--- src/rtl/alu_result_fifo.sv ---
// rtl/alu_result_fifo.sv - ALU result capture FIFO with sequence tagging, drop-on-full and sticky overflow
module alu_result_fifo #(
  parameter int DATA_WIDTH = 8,
  parameter int FIFO_DEPTH = 4
) (
  input  logic                             clk,
  input  logic                             rst_n,
  input  logic [2*DATA_WIDTH-1:0]          ex_alu,
  input  logic                             ex_alu_vld,
  output logic                             alu_rdy,
  output logic [2*DATA_WIDTH-1:0]          out_data,
  output logic [7:0]                       out_seq,
  output logic                             out_vld,
  input  logic                             out_rdy,
  output logic                             overflow,
  input  logic                             ovf_clr,
  output logic [$clog2(FIFO_DEPTH+1)-1:0]  cnt
);

  localparam int PW = $clog2(FIFO_DEPTH);
  localparam int CW = $clog2(FIFO_DEPTH + 1);
  localparam logic [CW-1:0] CNT_FULL    = CW'(FIFO_DEPTH);
  localparam logic [CW-1:0] CNT_RDY_MAX = CW'(FIFO_DEPTH - 2);

  logic [2*DATA_WIDTH-1:0] mem_data [FIFO_DEPTH];
  logic [7:0]              mem_seq  [FIFO_DEPTH];
  logic [PW-1:0]           wr_ptr;
  logic [PW-1:0]           rd_ptr;
  logic [7:0]              seq;
  logic [CW-1:0]           cnt_next;
  logic                    full;
  logic                    push;
  logic                    pop;
  logic                    drop;

  assign out_vld  = (cnt != '0);
  assign full     = (cnt == CNT_FULL);
  assign pop      = out_vld & out_rdy;
  // A pop in the same cycle frees the slot, so a full FIFO still accepts.
  assign push     = ex_alu_vld & (~full | pop);
  assign drop     = ex_alu_vld & full & ~pop;
  assign out_data = mem_data[rd_ptr];
  assign out_seq  = mem_seq[rd_ptr];

  always_comb begin
    cnt_next = cnt;
    if (push && !pop)
      cnt_next = cnt + CW'(1);
    else if (pop && !push)
      cnt_next = cnt - CW'(1);
  end

  always_ff @(posedge clk or negedge rst_n) begin
    if (!rst_n) begin
      cnt      <= '0;
      wr_ptr   <= '0;
      rd_ptr   <= '0;
      seq      <= 8'd0;
      overflow <= 1'b0;
      alu_rdy  <= 1'b1;
    end else begin
      cnt     <= cnt_next;
      // Keep one entry spare for the result already in flight in the ALU.
      alu_rdy <= (cnt_next <= CNT_RDY_MAX);
      if (push)
        wr_ptr <= wr_ptr + PW'(1);
      if (pop)
        rd_ptr <= rd_ptr + PW'(1);
      if (ex_alu_vld)
        seq <= seq + 8'd1;
      if (drop)
        overflow <= 1'b1;
      else if (ovf_clr)
        overflow <= 1'b0;
    end
  end

  always_ff @(posedge clk) begin
    if (push) begin
      mem_data[wr_ptr] <= ex_alu;
      mem_seq[wr_ptr]  <= seq;
    end
  end

endmodule

--- config.mk ---
export PLATFORM = sky130hd
export DESIGN_NAME = alu_result_fifo
export DESIGN_NICKNAME = d
export VERILOG_FILES = /design/src/rtl/alu_result_fifo.sv
export SDC_FILE = /design/constraint.sdc
export NUM_CORES = 1
export LEC_CHECK = 0
export CAP_MARGIN = 15
export CELL_PAD_IN_SITES_DETAIL_PLACEMENT = 0
export CELL_PAD_IN_SITES_GLOBAL_PLACEMENT = 1
export CORE_MARGIN = 4
export CORE_UTILIZATION = 45
export CTS_BUF_LIST = sky130_fd_sc_hd__clkbuf_8
export CTS_CLUSTER_SIZE = 16
export DETAILED_ROUTE_END_ITERATION = 10
export PLACE_DENSITY_LB_ADDON = 0.1
export SYNTH_ARGS = -nofsm -noshare
export SYNTH_HDL_FRONTEND = slang
export SYNTH_SLANG_ARGS = --single-unit
--- constraint.sdc ---
create_clock -name clk -period 2.3 [get_ports clk]
set_clock_uncertainty 0.05 [all_clocks]
set_input_delay 0.23 -clock clk [delete_from_list [all_inputs] [get_ports clk]]
set_output_delay 0.23 -clock clk [all_outputs]
set_load 0.03 [all_outputs]
==> impl_metrics.csv, run 1 <==
group,metric,value,unit
outcome,status,"completed",
grt,grt_pass1_wl,12500,um
grt,grt_pass1_vias,2398,
clock_tree,cts_buffers,17,
sta,fmax,0.461,GHz
cells_and_area,design_area,5560,um^2
die,dieArea,11400,um^2
sta,setup_tns,0,ns
die,core_area,9370,um^2
detailed_routing,drc,0,
clock_tree,cts_tree,"yes",
synth,syn_nets,244,
sta,hold_viol_final,0,
critical_path,crit_arrival,1.89,ns
detailed_routing,dr_total_vias,2220,
die,initial_utilization,47.0,%
flow_run,maxCapViolations,0,
clock_tree,clock_sinks,113,
synth,yosysSeqAreaShare,75.1,%
power,power.switching,0.00270,W
synth,synth_seq_cells,113,
grt,antenna_found_initial,0,
critical_path,worstReg2RegStart,"cnt[0]$_DFF_PN0_",
power,power,0.00776,W
cells_and_area,drive_gt1_share,27.9,%
die,dieWidth,107,um
die,fp.dieH,107,um
synth,syn_area_per_cell,20.5,um^2
placed_design,portBuffers,50,
detailed_routing,drt-initial-drc-count,118,
sta,period_share,94.4,%
detailed_routing,route.detailed.wl_per_inst,17.3,um
worst_hold_path,min_path_type,"in2async",
synth,syn_area,4410,um^2
grt,grt_overflow,0,
cells_and_area,nets,321,
sta,slew_headroom,78.2,%
clock_tree,clock_latency,0.41,ns
power,swShare,34.7,%
detailed_routing,wirelength,7490,um
power,ir_worst_vdd,825,uV
power,comb_power_share,37.4,%
detailed_routing,vias_per_cell,5.12,
clock_tree,cts-root-buf,"clkbuf_8",
critical_path,endpoint_kind,"output pin",
grt,grt_use_total,14.5,%
cells_and_area,postLayoutCoreUtil,59.3,%
placed_design,postPlaceCellArea,5180,um^2
clock_tree,cts_hold_buf,0,
power,cellInternalPower,0.00507,W
power,pwr-share-clk,23.0,%
power,p_seq_share,39.6,%
cells_and_area,fillers,739,
sta,worstMarginPinSlew,0.327,ns
placed_design,pre_cts_ws,0.282,ns
critical_path,cp-start-kind,"flop",
synth,ys_types,34,
clock_tree,path_clk_slew,0.07,ns
power,p_per_area,1400,nW/um^2
critical_path,critPathMaxFanout,20,
detailed_routing,first_pass_iters,4,
sta,maxSlewViolCount,0,
detailed_routing,ant_nets,0,
die,rows,35,
die,pin_count,51,
sta,rsz0062_at_grt,"false",
sta,period_minus_slack,2.17,ns
critical_path,critPathRequiredTime,2.02,ns
clock_tree,htree_levels,4,
sta,setup_viol,0,
sta,setup_ws,0.129,ns
power,leakagePower,2.00,nW
synth,yosys_warnings,0,
placed_design,gp_congestion,0.827,
synth,synth_cells,215,
placed_design,hpwl,4810,um
cells_and_area,diodes,0,
grt,grt_max_degree,25,
critical_path,critical_path_class,"reg2out",
clock_tree,clock_path_buffers,2,
cells_and_area,area_delta_synth_final,26.2,%
critical_path,crit_path_start,"rd_ptr[0]$_DFFE_PN0N_",
==> layout make-up <==
type	instances	area [um^2]	share of cell area [%]
Sequential cell	113	3310	59.6
Multi-Input combinational cell	87	1020	18.3
Timing Repair Buffer	67	649	11.7
Clock buffer	17	234	4.21
Tap cell	129	161	2.90
Clock inverter	15	160	2.88
Inverter	6	22.5	0.405
==> logic make-up (layout without fill, tap and decap cells) <==
| family | Yosys count | count (layout) | synth area share (%) |
|---|---|---|---|
| buf+inv | 15 | 105 | 1.73 |
| flops | 113 | 113 | 75.1 |
| fa+ha+maj | 8 | 8 | 2.27 |
| simple gates | 29 | 29 | 3.86 |
| mux | 26 | 26 | 12.8 |
| compound gates | 13 | 13 | 2.07 |
| xor+xnor | 11 | 11 | 2.19 |
==> final timing paths <==
check | to | slack, ns | cells past startpoint
worst min register to register | seq[7]$_DFFE_PN0P_ | 0.49 | 1
worst max-delay path | out_data[7] | 0.13 | 3
worst min-delay path | wr_ptr[0]$_DFFE_PN0P_ | 0.09 | 2
max in group asynchronous | alu_rdy$_DFF_PN1_ | 1.85 | 2
min in group clk | overflow$_DFFE_PN0P_ | 0.35 | 2
worst max register to register | mem_data[2][11]$_DFFE_PP_ | 0.36 | 5
==> power by group through the flow <==
stage               logic (W)  clock network (W)  registers (W)
floorplan             0.00190                  0        0.00313
global placement      0.00310                  0        0.00310
detailed placement    0.00310                  0        0.00312
CTS                   0.00297            0.00184        0.00308
global route          0.00313            0.00194        0.00314
finish                0.00291            0.00178        0.00308
==> cells in the mapped netlist <==
cell type / count / area (um^2)
edfxtp_1: 96 / 2880
mux4_2: 24 / 541
dfrtp_1: 16 / 400
ha_1: 8 / 100
xnor2_1: 8 / 70.1
nand2_1: 7 / 26.3
and3_1: 6 / 37.5
inv_1: 6 / 22.5
buf_2: 4 / 20.0
nor2_1: 4 / 15.0
a21oi_1: 3 / 15.0
nand4_1: 3 / 18.8
o21ai_0: 3 / 15.0
xor2_1: 3 / 26.3
buf_4: 2 / 15.0
nand3_1: 2 / 10.0
nand3b_1: 2 / 15.0
o22ai_1: 2 / 12.5
a311o_1: 1 / 10.0
a311oi_2: 1 / 15.0
and2_1: 1 / 6.26
buf_1: 1 / 3.75
buf_6: 1 / 11.3
clkbuf_1: 1 / 3.75
dfstp_2: 1 / 26.3
mux2_2: 1 / 11.3
mux2i_1: 1 / 10.0
nand2b_1: 1 / 6.26
nand3b_4: 1 / 20.0
nand4b_1: 1 / 8.76
o211ai_1: 1 / 7.51
o21a_1: 1 / 7.51
o221ai_1: 1 / 8.76
or2_0: 1 / 6.26
==> layout by cell type, fill, tap and decap left out, types with 5 or more instances in the layout <==
cell | synthesis | routed
edfxtp_1 | 96 | 96
ha_1 | 8 | 8
xnor2_1 | 8 | 8
dlygate4sd2_1 | 0 | 17
buf_4 | 2 | 20
dfrtp_1 | 16 | 15
nand2_1 | 7 | 7
clkbuf_8 | 0 | 17
buf_12 | 0 | 5
clkdlybuf4s50_1 | 0 | 25
mux4_2 | 24 | 24
inv_1 | 6 | 6
and3_1 | 6 | 6
==> routing by layer <==
layer  wire length [um]  global-route usage, %
met5                  0                      0
met4                 91                   4.75
met2               3920                   24.1
met3                329                   5.30
met1               3150                   17.9
==> state kept, by name, indices dropped and copies added (netlist names) <==
signal    count
overflow      1
cnt           3
rd_ptr        2
mem_seq      32
wr_ptr        2
mem_data     64
alu_rdy       1
seq           8
==> stage by stage <==
step	hold WS (ns)	std cells
final	0.0895	434
after global routing	0.0717	434
after CTS	0.0779	434
after detailed placement	0.477	402
after global placement	0.464	402
after floorplan	-0.116	215
==> critical path: stages (launching register included) <==
cell and delay, ns:
dfrtp_2 0.38, buf_12 0.21, mux4_2 0.52, dlygate4sd2_1 0.37
==> timing repair <==
| action | in CTS | in global routing |
|---|---|---|
| gates resized for setup | 17 | 0 |
| endpoints found under the hold margin | 0 | 0 |
| setup endpoints to repair | 17 | 0 |
| setup buffers | 0 | 0 |
Note: power is estimated with default switching activity, not from simulation.
==> run 2, diff against run 1 <==
GPL_TIMING_DRIVEN = 0   (was unset)
==> run 2 against run 1 <==
  * Non-clock buffer count decreased by 4
  * Total power grew 1.3%
  * Flip-flop and latch count stayed put
  * Critical path type unchanged
  * Largest cell class unchanged
==> impl_metrics.csv, run 2 (synthesized netlist as in run 1, its figures left out) <==
group,metric,value,unit
outcome,status,"completed",
detailed_routing,wl_met2,3620,um
detailed_routing,dr.max_layer_used,"met4",
sta,setup_tns,0,ns
critical_path,critPathRequiredTime,2.02,ns
detailed_routing,first_pass_iters,4,
detailed_routing,drc,0,
critical_path,path_depth,4,
clock_tree,cts_tree,"yes",
cells_and_area,mostFrequentLayoutCell,"edfxtp_1",
detailed_routing,ant_nets,0,
grt,antenna_found_initial,0,
flow_run,maxCapViolations,0,
grt,grt_max_degree,18,
grt,grt_use_total,14.0,%
die,dieArea,11400,um^2
grt,grt_pass1_vias,2230,
critical_path,crit_buf_inv,3,
placed_design,postPlaceCellArea,5130,um^2
critical_path,critPathMaxFanout,10,
power,power,0.00787,W
detailed_routing,route.detailed.wl_per_inst,17.2,um
detailed_routing,dr_total_vias,2230,
clock_tree,clock_sinks,113,
sta,period_share,94.6,%
critical_path,cp-start-kind,"flop",
clock_tree,clock_latency,0.41,ns
cells_and_area,design_area,5590,um^2
sta,fmax,0.460,GHz
detailed_routing,wl_met1,3430,um
detailed_routing,drt-initial-drc-count,64,
die,core_area,9370,um^2
sta,maxSlewViolCount,0,
power,ir_worst_vdd,765,uV
power,p_per_area,1410,nW/um^2
sta,hold_viol_final,0,
critical_path,endpoint_kind,"output pin",
clock_tree,htree_levels,4,
cells_and_area,diodes,0,
sta,slew_headroom,47.7,%
placed_design,hpwl,4800,um
detailed_routing,vias_per_cell,5.19,
die,initial_utilization,47.0,%
clock_tree,cts_buffers,17,
placed_design,gp_congestion,0.778,
sta,rsz0062_at_grt,"false",
die,pin_count,51,
cells_and_area,largest-register,"mem_data",
cells_and_area,reg_top3,"mem_data (64), mem_seq (32), seq (8)",
critical_path,cp_cell_sequence,"buf_2, buf_2, mux4_2, clkdlybuf4s15_2",
grt,grt_pass1_wl,11900,um
sta,setup_viol,0,
grt,grt_overflow,0,
cells_and_area,area_delta_synth_final,27.0,%
detailed_routing,wirelength,7390,um
die,rows,35,
critical_path,r2r_cells,5,
critical_path,cpMostUsedCell,"buf_2",
detailed_routing,route.met3.wl,292,um
worst_hold_path,min_path_type,"in2async",
die,fp.dieH,107,um
cells_and_area,final_cell_mix,"edfxtp_1, mux4_2, clkdlybuf4s50_1",
critical_path,critPathSlowestCell,"mux4_2",
die,dieWidth,107,um
power,leakagePower,1.99,nW
sta,period_minus_slack,2.18,ns
placed_design,portBuffers,49,
cells_and_area,drive_gt1_share,30.9,%
critical_path,critPathMaxStageDelay,0.36,ns
sta,worstMarginPinSlew,0.782,ns
clock_tree,path_clk_slew,0.07,ns
critical_path,cp_top_family,"buffers and inverters",
clock_tree,clock_path_buffers,2,
critical_path,critical_path_class,"reg2out",
critical_path,crit_arrival,1.90,ns
cells_and_area,nets,317,
clock_tree,cts-root-buf,"clkbuf_8",
cells_and_area,largest_reg_flops,64,
clock_tree,cts_setup_buffers,0,
==> run 2: metrics by stage <==
| step | setup WS (ns) | util [%] | cells | hold WS, ns |
|---|---|---|---|---|
| final | 0.124 | 59.7 | 430 | 0.221 |
| after CTS | -0.00548 | 59.5 | 430 | 0.240 |
| after global routing | 0.00905 | 59.7 | 430 | 0.266 |
| after global placement | -0.580 | 54.0 | 393 | 0.458 |
| after detailed placement | -0.257 | 54.7 | 397 | 0.444 |
| after floorplan | 0.0517 | - | 215 | -0.116 |
==> run 2: final timing paths <==
check                                          end                  start  slack (ns)
max                                     out_seq[4]  rd_ptr[1]$_DFFE_PN0N_        0.12
min reg2reg                     seq[7]$_DFFE_PN0P_     seq[7]$_DFFE_PN0P_        0.49
min in group clk              overflow$_DFFE_PN0P_                ovf_clr        0.35
max reg2reg                mem_seq[0][4]$_DFFE_PP_       cnt[1]$_DFF_PN0_        0.17
max in group asynchronous       seq[6]$_DFFE_PN0P_                  rst_n        1.47
min                           overflow$_DFFE_PN0P_                  rst_n        0.22
==> run 2: what timing repair did <==
item | CTS | global route
hold buffers | 1 | 0
endpoints found under the hold margin | 1 | 0
resized for setup | 70 | 8
setup endpoints to repair | 54 | 65
==> run 2: area by class of cell <==
| class | instances | area, um^2 |
|---|---|---|
| plain buffers | 9 | 88.8 |
| clock buffers | 17 | 234 |
| clock inverters | 15 | 169 |
| fillers | 722 | 3780 |
| inverters | 6 | 22.5 |
| multi-input cells | 87 | 1030 |
| flip-flops and latches | 113 | 3310 |
| well taps | 129 | 161 |
| repair buffers | 54 | 581 |
==> run 2: metal layers <==
| layer | vias up | track usage, % |
|---|---|---|
| met5 | - | 0 |
| met3 | 6 | 4.88 |
| met2 | 54 | 21.1 |
| li1 | 1015 | - |
| met1 | 1155 | 18.9 |
| met4 | 0 | 5.21 |
==> run 2: worst register-to-register path, cell delays in order (launching register included) <==
cell	delay [ns]
dfrtp_1	0.46
inv_1	0.12
ha_1	0.29
nand3b_1	0.25
and3_2	0.45
buf_16	0.21
==> run 2: power by group <==
group | switching (W) | internal, W | total, W
Combinational | 0.00164 | 0.00131 | 0.00295
Sequential | 0.000247 | 0.00282 | 0.00307
Clock | 0.000778 | 0.00106 | 0.00184
